<file path="src/rtl/msrh_l2_port_responder.sv">
// L2-side responder: arbitrates three tile request channels onto one memory
// channel (tag prefixed with port id) and routes memory responses back by id.

package msrh_l2_port_responder_pkg;
   typedef enum logic [1:0] {
      MEM_CMD_RD   = 2'd0,
      MEM_CMD_WR   = 2'd1,
      MEM_CMD_RDX  = 2'd2,
      MEM_CMD_ATOM = 2'd3
   } mem_cmd_t;
endpackage

module msrh_l2_port_responder
   import msrh_l2_port_responder_pkg::*;
#(
   parameter int unsigned ADDR_W   = 56,
   parameter int unsigned TAG_W    = 4,
   parameter int unsigned DATA_W   = 256,
   parameter int unsigned MAX_OUTS = 4
) (
   input  logic                          i_clk,
   input  logic                          i_reset,
   input  logic [2:0]                    i_req_valid,
   input  mem_cmd_t [2:0]                i_req_cmd,
   input  logic [2:0][ADDR_W-1:0]        i_req_addr,
   input  logic [2:0][TAG_W-1:0]         i_req_tag,
   input  logic [2:0][DATA_W-1:0]        i_req_data,
   input  logic [2:0][DATA_W/8-1:0]      i_req_byte_en,
   output logic [2:0]                    o_req_ready,
   output logic [2:0]                    o_resp_valid,
   output logic [TAG_W-1:0]              o_resp_tag,
   output logic [DATA_W-1:0]             o_resp_data,
   input  logic [2:0]                    i_resp_ready,
   output logic                          o_mem_req_valid,
   output mem_cmd_t                      o_mem_req_cmd,
   output logic [ADDR_W-1:0]             o_mem_req_addr,
   output logic [TAG_W+1:0]              o_mem_req_tag,
   output logic [DATA_W-1:0]             o_mem_req_data,
   output logic [DATA_W/8-1:0]           o_mem_req_byte_en,
   input  logic                          i_mem_req_ready,
   input  logic                          i_mem_resp_valid,
   input  logic [TAG_W+1:0]              i_mem_resp_tag,
   input  logic [DATA_W-1:0]             i_mem_resp_data,
   output logic                          o_mem_resp_ready,
   output logic                          o_err_bad_port
);

   localparam int unsigned CNT_W = $clog2(MAX_OUTS + 1);
   localparam logic [CNT_W-1:0] CNT_MAX = CNT_W'(MAX_OUTS);

   logic [1:0]            rr_ptr;
   logic [2:0][CNT_W-1:0] outs_cnt;
   logic [2:0]            eligible;
   logic                  grant_found;
   logic [1:0]            grant_id;
   logic [1:0]            cand;
   logic                  slot_free;
   logic                  grant_en;
   logic [2:0]            cnt_inc;
   logic [2:0]            cnt_dec;
   logic                  resp_hs;
   logic                  mem_resp_acc;
   logic [1:0]            resp_id;

   // (base + off) mod 3 for port indices 0..2
   function automatic logic [1:0] port_add(input logic [1:0] base, input logic [1:0] off);
      logic [2:0] sum;
      sum = {1'b0, base} + {1'b0, off};
      return (sum >= 3'd3) ? 2'(sum - 3'd3) : sum[1:0];
   endfunction

   // Round-robin grant among ports with a request and spare outstanding credit
   always_comb begin
      grant_found = 1'b0;
      grant_id    = 2'd0;
      cand        = 2'd0;
      for (int p = 0; p < 3; p++) begin
         eligible[p] = i_req_valid[p] && (outs_cnt[p] < CNT_MAX);
      end
      for (int off = 0; off < 3; off++) begin
         cand = port_add(rr_ptr, 2'(off));
         if (!grant_found && eligible[cand]) begin
            grant_found = 1'b1;
            grant_id    = cand;
         end
      end
   end

   // Handshake qualifiers shared by the request, response and credit logic
   always_comb begin
      slot_free        = !o_mem_req_valid || i_mem_req_ready;
      grant_en         = slot_free && grant_found && !i_reset;
      o_req_ready      = grant_en ? (3'b001 << grant_id) : 3'b000;
      cnt_inc          = o_req_ready;
      cnt_dec          = o_resp_valid & i_resp_ready;
      resp_hs          = |cnt_dec;
      o_mem_resp_ready = !i_reset && (!(|o_resp_valid) || resp_hs);
      mem_resp_acc     = i_mem_resp_valid && o_mem_resp_ready;
      resp_id          = i_mem_resp_tag[TAG_W+1:TAG_W];
   end

   // Downstream request register and round-robin pointer
   always_ff @(posedge i_clk) begin
      if (i_reset) begin
         o_mem_req_valid   <= 1'b0;
         o_mem_req_cmd     <= MEM_CMD_RD;
         o_mem_req_addr    <= '0;
         o_mem_req_tag     <= '0;
         o_mem_req_data    <= '0;
         o_mem_req_byte_en <= '0;
         rr_ptr            <= 2'd0;
      end else if (grant_en) begin
         o_mem_req_valid   <= 1'b1;
         o_mem_req_cmd     <= i_req_cmd[grant_id];
         o_mem_req_addr    <= i_req_addr[grant_id];
         o_mem_req_tag     <= {grant_id, i_req_tag[grant_id]};
         o_mem_req_data    <= i_req_data[grant_id];
         o_mem_req_byte_en <= i_req_byte_en[grant_id];
         rr_ptr            <= port_add(grant_id, 2'd1);
      end else if (i_mem_req_ready) begin
         o_mem_req_valid   <= 1'b0;
      end
   end

   // Per-port outstanding credit: up on grant, down on response delivery
   always_ff @(posedge i_clk) begin
      if (i_reset) begin
         outs_cnt <= '0;
      end else begin
         for (int p = 0; p < 3; p++) begin
            if (cnt_inc[p] && !cnt_dec[p] && (outs_cnt[p] != CNT_MAX)) begin
               outs_cnt[p] <= outs_cnt[p] + CNT_W'(1);
            end else if (!cnt_inc[p] && cnt_dec[p] && (outs_cnt[p] != '0)) begin
               outs_cnt[p] <= outs_cnt[p] - CNT_W'(1);
            end
         end
      end
   end

   // Response register routed by port id; id 3 is dropped and flagged
   always_ff @(posedge i_clk) begin
      if (i_reset) begin
         o_resp_valid   <= 3'b000;
         o_resp_tag     <= '0;
         o_resp_data    <= '0;
         o_err_bad_port <= 1'b0;
      end else begin
         if (mem_resp_acc && (resp_id == 2'd3)) begin
            o_err_bad_port <= 1'b1;
         end
         if (mem_resp_acc && (resp_id != 2'd3)) begin
            o_resp_valid <= 3'b001 << resp_id;
            o_resp_tag   <= i_mem_resp_tag[TAG_W-1:0];
            o_resp_data  <= i_mem_resp_data;
         end else if (resp_hs) begin
            o_resp_valid <= 3'b000;
         end
      end
   end

endmodule

</file>
<file path="config.mk">
export PLATFORM = sky130hd
export DESIGN_NAME = msrh_l2_port_responder
export DESIGN_NICKNAME = d
export VERILOG_FILES = /design/src/rtl/msrh_l2_port_responder.sv
export SDC_FILE = /design/constraint.sdc
export NUM_CORES = 1
export LEC_CHECK = 0
export ABC_AREA = 1
export CORE_AREA = 8 8 752 754
export DETAILED_ROUTE_END_ITERATION = 7
export DIE_AREA = 0 0 760 762
export PLACE_DENSITY = 0.3
export SYNTH_ARGS = -nofsm -noshare
export SYNTH_HDL_FRONTEND = slang
export SYNTH_SLANG_ARGS = --single-unit
</file>
<file path="constraint.sdc">
create_clock -name i_clk -period 7.5 [get_ports i_clk]
set_input_delay 2.25 -clock i_clk [delete_from_list [all_inputs] [get_ports i_clk]]
set_output_delay 2.25 -clock i_clk [all_outputs]
set_load 0.02 [all_outputs]
</file>
==> flow_summary.yaml <==
pwr:
  comb_power_share_pct: 60.1
  p_leak_nw: 21.39
  p_sw_share_pct: 53.39
  p_seq_share_pct: 20.0
  netSwitchingPower_mw: 14.31
  ir_worst_vdd_uv: 439.9
  power.internal_mw: 12.50
  powerDensity_nw_per_um2: 447.3
  clkPwrFrac_pct: 19.9
layout:
  drive_gt1_share_pct: 4.563
  syn_to_final_growth_pct: 107.8
  layout.nets: 7102
cts:
  clock_latency_ps: 850
  cts_setup_buffers: 0
  clockBufferDepth: 4
  cts_sinks: 628
  clkTransAtPathRegs_ps: 60
  htree_levels: 3
  cts_tree: "yes"
  cts_hold_buf: 0
  clockRootBuffer: "clkbuf_16"
  numCtsBuffers: 105
  cts-resized-gates: 0
timing:
  setup_violations: 0
  fin_setup_tns_ps: 0
  fin_crit_sh_pct: 91.99
  hold_ws_ps: 480.0
  max_slew_margin_pct: 4.826
  worst_slack_ps: 600.7
  rsz0062_at_grt: "no"
  finalHoldViolCount: 0
  min_period_ps: 6899
  finClkSkew_ps: 91.54
  worstMarginPinSlew_ps: 1413
  final_max_slew_viol_count: 0
  clock.fmax_mhz: 144.9
worst_setup_path:
  critPathKind: "in2out"
  required_ps: 5250
  crit_start: "i_req_valid[1]"
  crit-reg2reg-launch: "rr_ptr[1]"
  r2r_cells: 15
  setup.worst_path.end_class: "output port"
  startpoint_type: "input pin"
  path_max_fanout: 5
  reg2reg_setup_slack_ps: 2670
  worstPathArrival_ps: 4650
detailed_routing:
  dr.pass1.iters: 5
  ant_nets: 0
  wl_mm: 427.2
  drcViolationCount: 0
  post_drt_wl_per_cell_um: 32.20
  drt_iter0_markers: 2181
  via_per_inst: 2.885
  vias: 38272
grt:
  gr-usage-all-layers_pct: 13.99
  gr-total-overflow: 0
  grt_pass1_vias: 37697
  grt_start_max_net_pins: 192
  antenna_found_initial: 283
  grt_pass1_wl_mm: 512.6
hold_path:
  hold_start: "o_mem_req_tag[4]"
  min_path_type: "reg2reg"
  hold_depth: 2
placement:
  place_ws_ps: 653.9
  place.gp.congestion: 0.8615
  dp_hpwl_mm: 370.5
  portBuffers: 1942
synth:
  yosysWarnings: 0
  postSynthCellCount: 4029
  synth_fp_nets: 5358
  synth_top_area_share_pct: 43.60
  seq_area_frac_synth_pct: 43.60
  ys_top_cells_by_area: "dfxtp_1 44%, a21oi_1 24%, nor2_1 7.0%, o21ai_1 6.1%, inv_1 4.9%"
  netlist_area_sq_um: 28840
  synth_area_leader_cell: "dfxtp_1"
  syn-mean-instance-area_sq_um: 7.158
  ys_types: 31
  ys_ff_latch: 628
floorplan:
  dieArea_sq_um: 579100
  coreArea_sq_um: 554000
  start_util_pct: 5.205
  floorplan.rows: 274
  io_pins: 1943
  dieWidth_um: 760
  die_h_um: 762
flow_run:
  cap_violations: 0
status:
  run_status: "finished clean"
path summary, 6_finish.rpt:
path                           endpoint
setup / recovery         o_req_ready[1]
hold / removal         o_mem_req_tag[4]
setup reg to reg  o_mem_req_byte_en[20]
hold reg to reg        o_mem_req_tag[4]
power by group through the flow:
stage | registers [mW] | clock network (mW) | logic (mW)
6_report | 5.37 | 5.33 | 16.1
5_1_grt | 5.49 | 5.64 | 17.7
4_1_cts | 5.42 | 5.59 | 16.5
3_5_place_dp | 5.48 | 0 | 16.5
3_3_place_gp | 5.45 | 0 | 16.6
2_1_floorplan | 6.34 | 0 | 6.70
cells by family after synthesis:
| kind of cell | Yosys count | synth area share [%] |
|---|---|---|
| flops | 628 | 43.60 |
| simple gates | 609 | 8.356 |
| compound gates | 2045 | 35.89 |
| buf+inv | 740 | 11.78 |
| fa+ha+maj | 7 | 0.3818 |
flip-flops by register name, indices dropped and copies added (netlist names):
name,count
o_mem_req_addr,56
rr_ptr,2
o_mem_req_tag,6
o_resp_data,256
o_mem_req_cmd,2
outs_cnt,9
o_resp_valid,3
o_mem_req_valid,1
o_mem_req_data,256
o_mem_req_byte_en,32
o_err_bad_port,1
o_resp_tag,4
worst max-delay path, stage by stage:
cell and delay (ps):
clkdlybuf4s50_1 550, inv_1 60, nor2_1 180, nand3_1 130, nand3_1 150, nor2_4 60
nand2_2 110, nand2_8 60, nor2_4 180, nand2_1 140, inv_1 80, clkdlybuf4s50_1 690
routing by layer:
metal / vias to the layer above / share of wire (%) / track usage, %
met5: - / 0.23 / 0
met4: 150 / 3.6 / 3.890
met3: 659 / 16 / 10.66
met2: 1974 / 47 / 24.00
met1: 18189 / 32 / 12.95
li1: 17300 / - / -
metrics by stage:
stage	instance area, sq um	power [mW]	util (%)	std cells
after floorplan	28840	13.04	-	4029
after global placement	56130	22.00	10.13	12980
after detailed placement	56130	21.94	10.13	12980
after CTS	59680	27.54	10.77	13166
after global routing	59870	28.78	10.81	13240
final	59940	26.81	10.82	13267
synth_stat cells:
master       n
nand2_1     34
nand2_2      5
buf_4       27
o21ai_1    352
a32oi_1      1
inv_1      376
buf_8        3
buf_2      207
nand3_2      3
o21ai_0    270
ha_1         4
nand2_8      1
nand4_1      2
nor2_2       1
a21oi_4      1
buf_6       30
nor2_1     538
a21oi_1   1398
a21oi_2     17
inv_2        8
a21boi_4     2
o21a_1       2
nand3_1     17
a31oi_1      2
nand2_4      3
nor2_4       3
clkbuf_1    87
buf_1        2
dfxtp_1    628
nor3_1       2
fa_1         3
cells in the final DEF, fill, tap and decap left out, drive strengths merged:
cell	Yosys	routed
nand3	20	20
clkinv	0	21
clkbuf	87	149
a31oi	2	2
inv	384	386
nor2	542	542
diode	0	101
bufinv	0	9
clkdlybuf4s50	0	1939
a21boi	2	2
ha	4	4
nand4	2	2
o21ai	622	622
nor3	2	2
nand2	43	43
dfxtp	628	628
a21oi	1416	1416
fa	3	3
a32oi	1	1
clkinvlp	0	5
o21a	2	2
buf	269	54
layout make-up:
class	instances	area [sq um]
clock inverters	37	493.0
clock buffers	149	3064
diodes	101	252.7
inverters	384	1464
repair buffers	1993	20050
flip-flops and latches	628	12570
well taps	7314	9151
multi-input cells	2661	12890
fillers	64564	494100
Power figures use the tool's default switching activity.
